File: src/rtl/bresenham_pkg.sv
// ============================================================================
// Module : bresenham_pkg
// Brief  : Fixed-point constants, shared types and FSM encoding for the
//          Bresenham ray stepper.
// Rev    : 1.0  initial release
// ============================================================================
`default_nettype none

package bresenham_pkg;

  localparam int          FRAC_BITS = 18;
  localparam logic [31:0] ONE       = 32'h0004_0000;
  localparam logic [31:0] HALF      = 32'h0002_0000;
  // pi in Q14.18 (3.14159265 * 2^18, rounded)
  localparam logic [31:0] PI        = 32'h000C_90FE;

  typedef logic signed [31:0] fixed_t;
  typedef logic signed [15:0] coord_t;

  typedef enum logic [0:0] {
    ST_IDLE = 1'b0,
    ST_RUN  = 1'b1
  } state_t;

endpackage

`default_nettype wire

File: src/rtl/octant_restore.sv
// ============================================================================
// Module : octant_restore
// Brief  : Maps first-octant (major, minor) step counts back to the real
//          octant: optional axis swap, then x negate, then y negate.
// Rev    : 1.0  initial release
// ============================================================================
`default_nettype none

module octant_restore
  import bresenham_pkg::*;
#(
  parameter int COORD_W = 16
) (
  input  logic [COORD_W-1:0] i_major,
  input  logic [COORD_W-1:0] i_minor,
  input  logic               i_flip_identity,
  input  logic               i_flip_x,
  input  logic               i_flip_y,
  output logic [COORD_W-1:0] o_dx,
  output logic [COORD_W-1:0] o_dy
);

  logic [COORD_W-1:0] w_sx;
  logic [COORD_W-1:0] w_sy;

  always_comb begin
    w_sx = i_flip_identity ? i_minor : i_major;
    w_sy = i_flip_identity ? i_major : i_minor;
    o_dx = i_flip_x ? (-w_sx) : w_sx;
    o_dy = i_flip_y ? (-w_sy) : w_sy;
  end

endmodule

`default_nettype wire

File: src/rtl/bresenham_stepper.sv
// ============================================================================
// Module : bresenham_stepper
// Brief  : Walks a grid ray one cell per cycle using a Q14.18 error term.
//          Optional map clipping under `BRESENHAM_BOUNDS_CHECK_EN.
// Rev    : 1.0  initial release
// ============================================================================
`default_nettype none

module bresenham_stepper
  import bresenham_pkg::*;
#(
  parameter int COORD_W = 16,
  parameter int LEN_W   = 16,
  parameter int MAP_W   = 1024,
  parameter int MAP_H   = 1024
) (
  input  logic               clk,
  input  logic               rst_n,
  input  logic               cmd_valid,
  output logic               cmd_ready,
  input  logic [31:0]        slope,
  input  logic               flip_y,
  input  logic               flip_x,
  input  logic               flip_identity,
  input  logic [COORD_W-1:0] origin_x,
  input  logic [COORD_W-1:0] origin_y,
  input  logic [LEN_W-1:0]   length,
  output logic               out_valid,
  input  logic               out_ready,
  output logic [COORD_W-1:0] cell_x,
  output logic [COORD_W-1:0] cell_y,
  output logic               out_last,
  output logic               clipped
);

  localparam logic [18:0] ERR_ONE  = ONE[18:0];
  localparam logic [18:0] ERR_HALF = HALF[18:0];

  state_t               r_state;
  state_t               w_state_nxt;
  logic [FRAC_BITS-1:0] r_slope;
  logic [18:0]          r_err;
  logic [LEN_W-1:0]     r_major;
  logic [LEN_W-1:0]     r_minor;
  logic [LEN_W-1:0]     r_len;
  logic [COORD_W-1:0]   r_org_x;
  logic [COORD_W-1:0]   r_org_y;
  logic                 r_flip_x;
  logic                 r_flip_y;
  logic                 r_flip_id;

  logic                 w_accept;
  logic                 w_fire;
  logic [FRAC_BITS-1:0] w_slope_clamp;
  logic [18:0]          w_err_sum;
  logic                 w_carry;
  logic [18:0]          w_err_nxt;
  logic [LEN_W-1:0]     w_major_nxt;
  logic [LEN_W-1:0]     w_minor_nxt;
  logic [COORD_W-1:0]   w_dx;
  logic [COORD_W-1:0]   w_dy;
  logic                 w_last_len;
  logic                 w_nxt_off;
  logic                 w_org_off;

  assign w_accept      = cmd_valid & cmd_ready;
  assign w_fire        = out_valid & out_ready;
  assign w_slope_clamp = (slope >= ONE) ? {FRAC_BITS{1'b1}} : slope[FRAC_BITS-1:0];

  // err stays below 1.0 after each step, so a 19-bit sum cannot overflow
  assign w_err_sum   = r_err + {1'b0, r_slope};
  assign w_carry     = (w_err_sum >= ERR_ONE);
  assign w_err_nxt   = w_carry ? (w_err_sum - ERR_ONE) : w_err_sum;
  assign w_major_nxt = r_major + 1'b1;
  assign w_minor_nxt = r_minor + {{(LEN_W-1){1'b0}}, w_carry};
  assign w_last_len  = (r_major == r_len);

  octant_restore #(.COORD_W(COORD_W)) u_cur (
    .i_major         (COORD_W'(r_major)),
    .i_minor         (COORD_W'(r_minor)),
    .i_flip_identity (r_flip_id),
    .i_flip_x        (r_flip_x),
    .i_flip_y        (r_flip_y),
    .o_dx            (w_dx),
    .o_dy            (w_dy)
  );

  assign cell_x = r_org_x + w_dx;
  assign cell_y = r_org_y + w_dy;

`ifdef BRESENHAM_BOUNDS_CHECK_EN
  logic [COORD_W-1:0] w_ndx;
  logic [COORD_W-1:0] w_ndy;
  logic               w_clip_evt;
  logic               r_clipped;

  function automatic logic in_map(input logic [COORD_W-1:0] x, input logic [COORD_W-1:0] y);
    return !x[COORD_W-1] && (x < COORD_W'(MAP_W)) && !y[COORD_W-1] && (y < COORD_W'(MAP_H));
  endfunction

  // Look one step ahead so the edge cell can carry out_last itself
  octant_restore #(.COORD_W(COORD_W)) u_nxt (
    .i_major         (COORD_W'(w_major_nxt)),
    .i_minor         (COORD_W'(w_minor_nxt)),
    .i_flip_identity (r_flip_id),
    .i_flip_x        (r_flip_x),
    .i_flip_y        (r_flip_y),
    .o_dx            (w_ndx),
    .o_dy            (w_ndy)
  );

  assign w_nxt_off  = !in_map(r_org_x + w_ndx, r_org_y + w_ndy);
  assign w_org_off  = !in_map(origin_x, origin_y);
  assign w_clip_evt = (w_fire & w_nxt_off & ~w_last_len) | (w_accept & w_org_off);

  always_ff @(posedge clk or negedge rst_n) begin
    if (!rst_n) r_clipped <= 1'b0;
    else        r_clipped <= w_clip_evt;
  end

  assign clipped = r_clipped;
`else
  assign w_nxt_off = 1'b0;
  assign w_org_off = 1'b0;
  assign clipped   = 1'b0;
`endif

  always_ff @(posedge clk or negedge rst_n) begin
    if (!rst_n) r_state <= ST_IDLE;
    else        r_state <= w_state_nxt;
  end

  always_comb begin
    w_state_nxt = r_state;
    case (r_state)
      ST_IDLE: if (w_accept && !w_org_off) w_state_nxt = ST_RUN;
      ST_RUN:  if (w_fire && out_last)     w_state_nxt = ST_IDLE;
      default: w_state_nxt = ST_IDLE;
    endcase
  end

  always_comb begin
    cmd_ready = (r_state == ST_IDLE);
    out_valid = (r_state == ST_RUN);
    out_last  = (r_state == ST_RUN) & (w_last_len | w_nxt_off);
  end

  always_ff @(posedge clk or negedge rst_n) begin
    if (!rst_n) begin
      r_slope   <= '0;
      r_err     <= '0;
      r_major   <= '0;
      r_minor   <= '0;
      r_len     <= '0;
      r_org_x   <= '0;
      r_org_y   <= '0;
      r_flip_x  <= 1'b0;
      r_flip_y  <= 1'b0;
      r_flip_id <= 1'b0;
    end else if (w_accept) begin
      r_slope   <= w_slope_clamp;
      r_err     <= ERR_HALF;
      r_major   <= '0;
      r_minor   <= '0;
      r_len     <= length;
      r_org_x   <= origin_x;
      r_org_y   <= origin_y;
      r_flip_x  <= flip_x;
      r_flip_y  <= flip_y;
      r_flip_id <= flip_identity;
    end else if (w_fire && !out_last) begin
      r_major <= w_major_nxt;
      r_minor <= w_minor_nxt;
      r_err   <= w_err_nxt;
    end
  end

endmodule

`default_nettype wire

File: config.mk
export PLATFORM = sky130hd
export DESIGN_NAME = bresenham_stepper
export DESIGN_NICKNAME = d
export VERILOG_FILES = /design/src/rtl/bresenham_pkg.sv /design/src/rtl/octant_restore.sv /design/src/rtl/bresenham_stepper.sv
export SDC_FILE = /design/constraint.sdc
export NUM_CORES = 1
export LEC_CHECK = 0
export BUFFER_PORTS_ARGS = -buffer_cell sky130_fd_sc_hd__buf_2
export CORE_ASPECT_RATIO = 0.8
export CORE_UTILIZATION = 45
export CTS_CLUSTER_DIAMETER = 200
export DETAILED_ROUTE_END_ITERATION = 12
export PLACE_DENSITY = 0.7
export SYNTH_ARGS = -nofsm -noshare
export SYNTH_HDL_FRONTEND = slang
export SYNTH_SLANG_ARGS = --single-unit
File: constraint.sdc
create_clock -name clk -period 4.8 [get_ports clk]
set_clock_uncertainty 0.2 [all_clocks]
set_input_delay 0.48 -clock clk [delete_from_list [all_inputs] [get_ports clk]]
set_output_delay 0.48 -clock clk [all_outputs]
set_load 0.05 [all_outputs]
* Word-level counts from Yosys, hierarchy flattened
Index checks and enable logic that the tools add are counted.
** Word-level totals
- Flip-flop bits (word level) :: 121
- Bits in read-only memories :: 0
- Latch bits :: 0
- Output and inout port bits :: 36
- RAM bits :: 0
- Logic and storage cells :: 45
- Memories kept :: 0
- Input port bits :: 87
** Operators by class
- Add/sub/neg operators :: 8
- Muxes and demuxes :: 15
- Eq/ne operators :: 1
- Reductions and logical operators :: 4
- Order comparisons :: 2
- Bitwise logic cells :: 4
- Divide/modulo/power cells :: 0
- Multipliers :: 0
- Shift operators :: 0
** Operator list (count)
- two-way mux 16 bit :: 8
- two-way mux 19 bit :: 3
- adder 16 bit :: 2
- greater-or-equal comparator 32 x 19 -> 1 bit (second input constant) :: 1
- negator 16 bit :: 2
- adder 19 x 18 -> 19 bit :: 1
- greater-or-equal comparator 19 bit (second input constant) :: 1
- subtractor 19 bit (second input constant) :: 1
- two-way mux 18 bit :: 1
- adder 16 x 1 -> 16 bit :: 1
- adder 16 x 1 -> 16 bit (second input constant) :: 1
- == test 16 bit :: 1
- AND 1 bit :: 3
- logical AND 1 bit :: 2
- two-way mux 1 bit :: 2
- one-hot mux 1 bit (2 select lines) :: 1
- nonzero test 2 bit :: 1
- zero test 1 bit :: 1
- inverter 1 bit :: 1

* Longest topological paths before layout
- Word-level depth :: 6
- Gate-level depth with buffers :: 18
- Mapped depth without buffers :: 14

* Cells and area by module
Synthesis repeated with hierarchy kept, for this count alone.
** Second synthesis, totals
- Cell total of the unflattened synthesis :: 1033
- Area, all modules :: 9029.9 µm²
** By module, submodules not included
- bresenham_stepper :: seq. area each 3027.9 µm², times used 1, cells an instance 845, area each 7568.5 µm²
- octant_restore :: seq. area each 0.0 µm², times used 1, cells an instance 188, area each 1461.4 µm²

* Worst setup path after synthesis
Ideal clock, no wire load.
- Path type :: register -> output
- From :: register r_flip_id
- To :: output port cell_y[15]
- Required time :: 4.120 ns
- Slack :: -0.464 ns
- Data arrival time :: 4.584 ns
- Buffers on the path :: 5
- Cell stages (with the launch flop) :: 18
- Path through :: dfrtp_1 -> buf_2 -> buf_2 -> buf_2 -> buf_1 -> buf_2 -> mux2i_1 -> ha_1 -> o21ai_0 -> or2_2 -> o31a_1 -> xnor2_1 -> ha_1 -> o21a_1 -> o21ai_0 -> a211oi_1 -> a311oi_1 -> xnor2_1
** On the way
- Cells in the longest elaborated chain, start to end :: 4
** Ends and longest elaborated chain
- start: declaration :: line bresenham_stepper.sv:50 : logic r_flip_id;
- start signal: assignment :: line bresenham_stepper.sv:170 : r_flip_id <= flip_identity;
- two-way mux 16 bit (*) :: line octant_restore.sv:28 : w_sy = i_flip_identity ? i_major : i_minor;
- negator 16 bit :: line octant_restore.sv:30 : o_dy = i_flip_y ? (-w_sy) : w_sy;
- two-way mux 16 bit (*) :: line octant_restore.sv:30
- adder 16 bit (*) :: line bresenham_stepper.sv:89 : assign cell_y = r_org_y + w_dy;
- end: declaration :: line bresenham_stepper.sv:31 : output logic [COORD_W-1:0] cell_y,
Every way passes the cells marked *; elsewhere a longest branch is shown, timed or not.

* Worst setup path after layout
- From :: register r_minor[3]
- To :: output port cell_y[14]
** On the way
- Cells in the longest elaborated chain, start to end :: 4
** Ends and longest elaborated chain
- start: declaration :: line bresenham_stepper.sv:44 : logic [LEN_W-1:0] r_minor;
- start signal: assignment :: line bresenham_stepper.sv:173 : r_minor <= w_minor_nxt;
- two-way mux 16 bit (*) :: line octant_restore.sv:28
- negator 16 bit :: line octant_restore.sv:30
- two-way mux 16 bit (*) :: line octant_restore.sv:30
- adder 16 bit (*) :: line bresenham_stepper.sv:89
Marked as above.

==> impl_results.md <==
- Crit-path most repeated cell: nand3_2
- Final setup viols: 0
- Hold Crit Class: in2reg
- WHS Endpoint: r_org_y[7]
- Slew HR: a little under a third
- Yosys top cell by area: dfrtp_1
- Max Cap Viol: 0
- Routed length per instance: around 16 µm
- RSZ-0062 raised after global routing: yes
- Critical path launch point type: register
- Antenna cell count: 0
- FF-to-FF End: r_minor[6]
- Register area share after synthesis: 34.7%
- DR vias/cell: ~5.5
- Clk_lat worst skew: 0.42 ns
- Setup crit end kind: primary output
- Post-synth EDFFs: 0
- Crit path time final: approximately 4.7 ns
- Drt total wl: around 22000 µm
- Period utilization: a little over nine tenths
- Net Count, Synth: between 1k and 1.5k
- Flops & latches, synth: roughly 120
- Slowest cell on the critical path: or4_4
- # port buffers: between 100 and 150
- TritonRoute pass-1 iters: 5
- DR iter-0 viols: between 600 and 700
- CP Cell Sequence: or4_4 > or2_1 > or3_1 > or4_1 > nand3_2 > xor2_1 > ha_2 > nand3_2 > a211o_4 > a2111oi_4 > nand3b_1 > buf_6
- Post-Synth Simple-Gate Area: 22.7%
- Hold path cells: 3
- Die Width: ~160 µm
- Status: completed
- Fmax: about 210 MHz
- Critical path type: reg2out
- Post-Synth Adder-Cell Area: around 8.3%
- Tot GR Track Use: a little under a quarter
- Largest net degree at the start of global routing: 94
- Average cell area after synthesis: between 8 and 9 µm²
- Final WS setup: 0.0639 ns
- Hold Vio Cnt, Final: 0
- # clock sinks: about 120
- Core footprint: 19000 µm²
- Synth area leaders: dfrtp_1 (35%), nand2_1 (9.5%), ha_1 (7.6%), xnor2_1 (6.5%), mux2i_1 (4.6%)
- Distinct cells, synth: 67
- Number of H-tree levels: 4
- Starting density of the core: about 46%
- Kind of cell adding the most delay to the critical path: simple AND/OR/NAND/NOR gates
- Hold WS: between 0.04 and 0.05 ns
- Post-Syn Area: just under 9000 µm²
- Bufs and invs on worst path: 1
- Remaining global-route overflow: 0
- Top_reg_cell synth: dfrtp_1
- Slew Limit Fails: 0
- CTS tree: yes
- Arr. time, crit path: a little over 4 ns
- Clk pin slew, worst setup/hold paths: around 0.060 ns
- Via count: about 7.8k
- Worst flop-to-flop path startpoint: r_slope[0]
- Final ANT Viol Nets: 0
- Gp weighted congestion: 0.888
- Synth top area share: a little over a third
- CTS root buf: clkbuf_16
- Post-synthesis xor/xnor area fraction: 9.84%
- Vias in the first global route: 7172
- Maximum fanout along the worst path: 6
- Mux cell area share after synthesis: just under 5%
- Layout area overhead: 19.0%
- First-pass GRT wire length: ~36000 µm
- DRC violations left: 0
- Post-DP HPWL: about 16000 µm
- Worst slack, placed: 0.246 ns
- R2R depth: 14
- Mapped Cells: between 1k and 1.5k
- # rows: 45
- Largest family of logic cells by synthesized area: simple AND/OR/NAND/NOR gates
- Warnings, synthesis: 0
- Asr flop ratio synth: 100%
- Reg-to-reg slack, setup: a little under 0.8 ns
- Top-count cell post-synth: nand2_1
- Worst Hold Launch: origin_y[7]
- Worst EP required: approximately 4.1 ns
- Post-synth top cells: nand2_1 (221), dfrtp_1 (121), xnor2_1 (65)
- Delay of the slowest critical-path stage: 0.55 ns
- Final nets: 1280
- # fillers: around 1.8k
- Compound-cell area share of the yosys netlist: between 10% and 20%
- Die ar.: 20000 µm²
- Num ports: ~120
- Die height: approximately 130 µm
- CTS Buffer Depth: 2
- Fraction of layout cells with a size suffix above 1: approximately a fifth
- Worst-Margin Slew: 1.04 ns
- Cts bufs inserted: 17
- Initial antenna violation count: 0
layout make-up:
cell class | count | area (µm²) | share of cell area [%]
tap | 258 | 323 | 3.11
clock buffer | 22 | 474 | 4.57
sequential | 121 | 3030 | 29.2
clock inverter | 10 | 116 | 1.12
timing repair buffer | 148 | 852 | 8.21
multi-input combinational | 830 | 5520 | 53.1
inverter | 19 | 71.3 | 0.687
per-stage QoR:
step / instance area, µm² / cells / utilization (%) / TNS [ns]
final: 10400 / 1408 / 54.7 / 0
after global routing: 10400 / 1408 / 54.7 / -0.486
after CTS: 10200 / 1402 / 53.8 / 0
after detailed placement: 9590 / 1369 / 50.5 / 0
after global placement: 9590 / 1369 / 50.5 / 0
after floorplan: 8760 / 1038 / - / -0.0563
cells in the final DEF, fill, tap and decap left out, types with 4 or more instances in the layout:
| cell type | synthesis | final |
|---|---|---|
| a31o_2 | 6 | 6 |
| a211oi_1 | 8 | 7 |
| nor3b_1 | 7 | 7 |
| xnor2_2 | 0 | 5 |
| and2_1 | 4 | 4 |
| nand2_1 | 221 | 220 |
| buf_6 | 1 | 5 |
| clkbuf_16 | 0 | 17 |
| nor2b_1 | 9 | 8 |
| or3_1 | 4 | 4 |
| o31ai_1 | 12 | 11 |
| nand2b_1 | 10 | 10 |
| xor2_1 | 33 | 33 |
| nand3_1 | 34 | 32 |
| or2_2 | 7 | 7 |
| nor3_1 | 37 | 36 |
| a21o_1 | 19 | 19 |
| mux2i_1 | 40 | 38 |
| a21oi_1 | 44 | 44 |
| inv_1 | 19 | 19 |
| o21ai_0 | 39 | 36 |
| dfrtp_1 | 121 | 120 |
| clkbuf_4 | 0 | 5 |
| buf_2 | 11 | 112 |
| a31oi_1 | 8 | 8 |
| and3_1 | 10 | 10 |
| o22a_1 | 17 | 17 |
| nor2_1 | 53 | 53 |
| nand4_1 | 12 | 12 |
| ha_1 | 53 | 52 |
| buf_4 | 1 | 25 |
| o21a_1 | 7 | 7 |
| nor4_1 | 9 | 8 |
| xnor2_1 | 65 | 60 |
routing by layer:
layer  share of wire (%)  GRT usage, %  up-vias
met2                  43          33.5      207
met1                  50          34.4     3689
met4                 1.2          5.88        0
met3                 5.9          4.82       20
met5                   0             0        -
li1                    -             -     3848
repair_timing:
item | 4_1_cts | 5_1_grt
buffers inserted | 0 | 6
hold buffers | 1 | 0
endpoints found under the setup margin | 3 | 11
hold endpoints to repair | 39 | 0
gates resized for setup | 5 | 34
pin swaps | 0 | 8
worst max path at each step:
| stage | start | endpoint | slack [ns] | cells after the start |
|---|---|---|---|---|
| detailed placement | r_minor[3] | cell_y[15] | 0.25 | 14 |
| floorplan | r_flip_id | cell_y[15] | -0.06 | 17 |
| finish | r_minor[3] | cell_y[14] | 0.06 | 12 |
| global placement | r_major[3] | cell_y[15] | 0.34 | 14 |
| CTS | r_minor[3] | cell_y[15] | 0.0008 | 14 |
| global route | r_major[0] | cell_y[15] | -0.11 | 14 |
state kept, by name, indices dropped and copies added, names as in the netlist:
register   flops
r_flip_y       1
r_minor       16
r_slope       18
r_major       16
r_flip_x       1
r_flip_id      1
r_org_x       16
r_org_y       16
out_valid      1
r_err         19
r_len         16
cells by family after synthesis:
kind of cell | Yosys count
and+or+nand+nor | 433
xor gates and xnor gates | 98
other | 1
muxes | 42
AOI/OAI and AO/OA | 200
DFF | 121
buffers and inverters | 87
adders and majority gates | 56
worst register-to-register path, stage by stage (launching register included):
cell and delay, ns:
dfrtp_1 0.39, ha_1 0.23, inv_1 0.08, fa_1 0.21, nor2b_1 0.08, o31ai_1 0.30
a211o_1 0.28, a31oi_1 0.13, o311ai_0 0.71, ha_1 0.35, inv_1 0.12, nor3_1 0.31
buf_4 0.21, nand4_1 0.12, mux2i_1 0.16
Power is left out: the tool's default activity adds up to more than one toggle a clock period on the data nets, which glitch-free logic cannot reach.
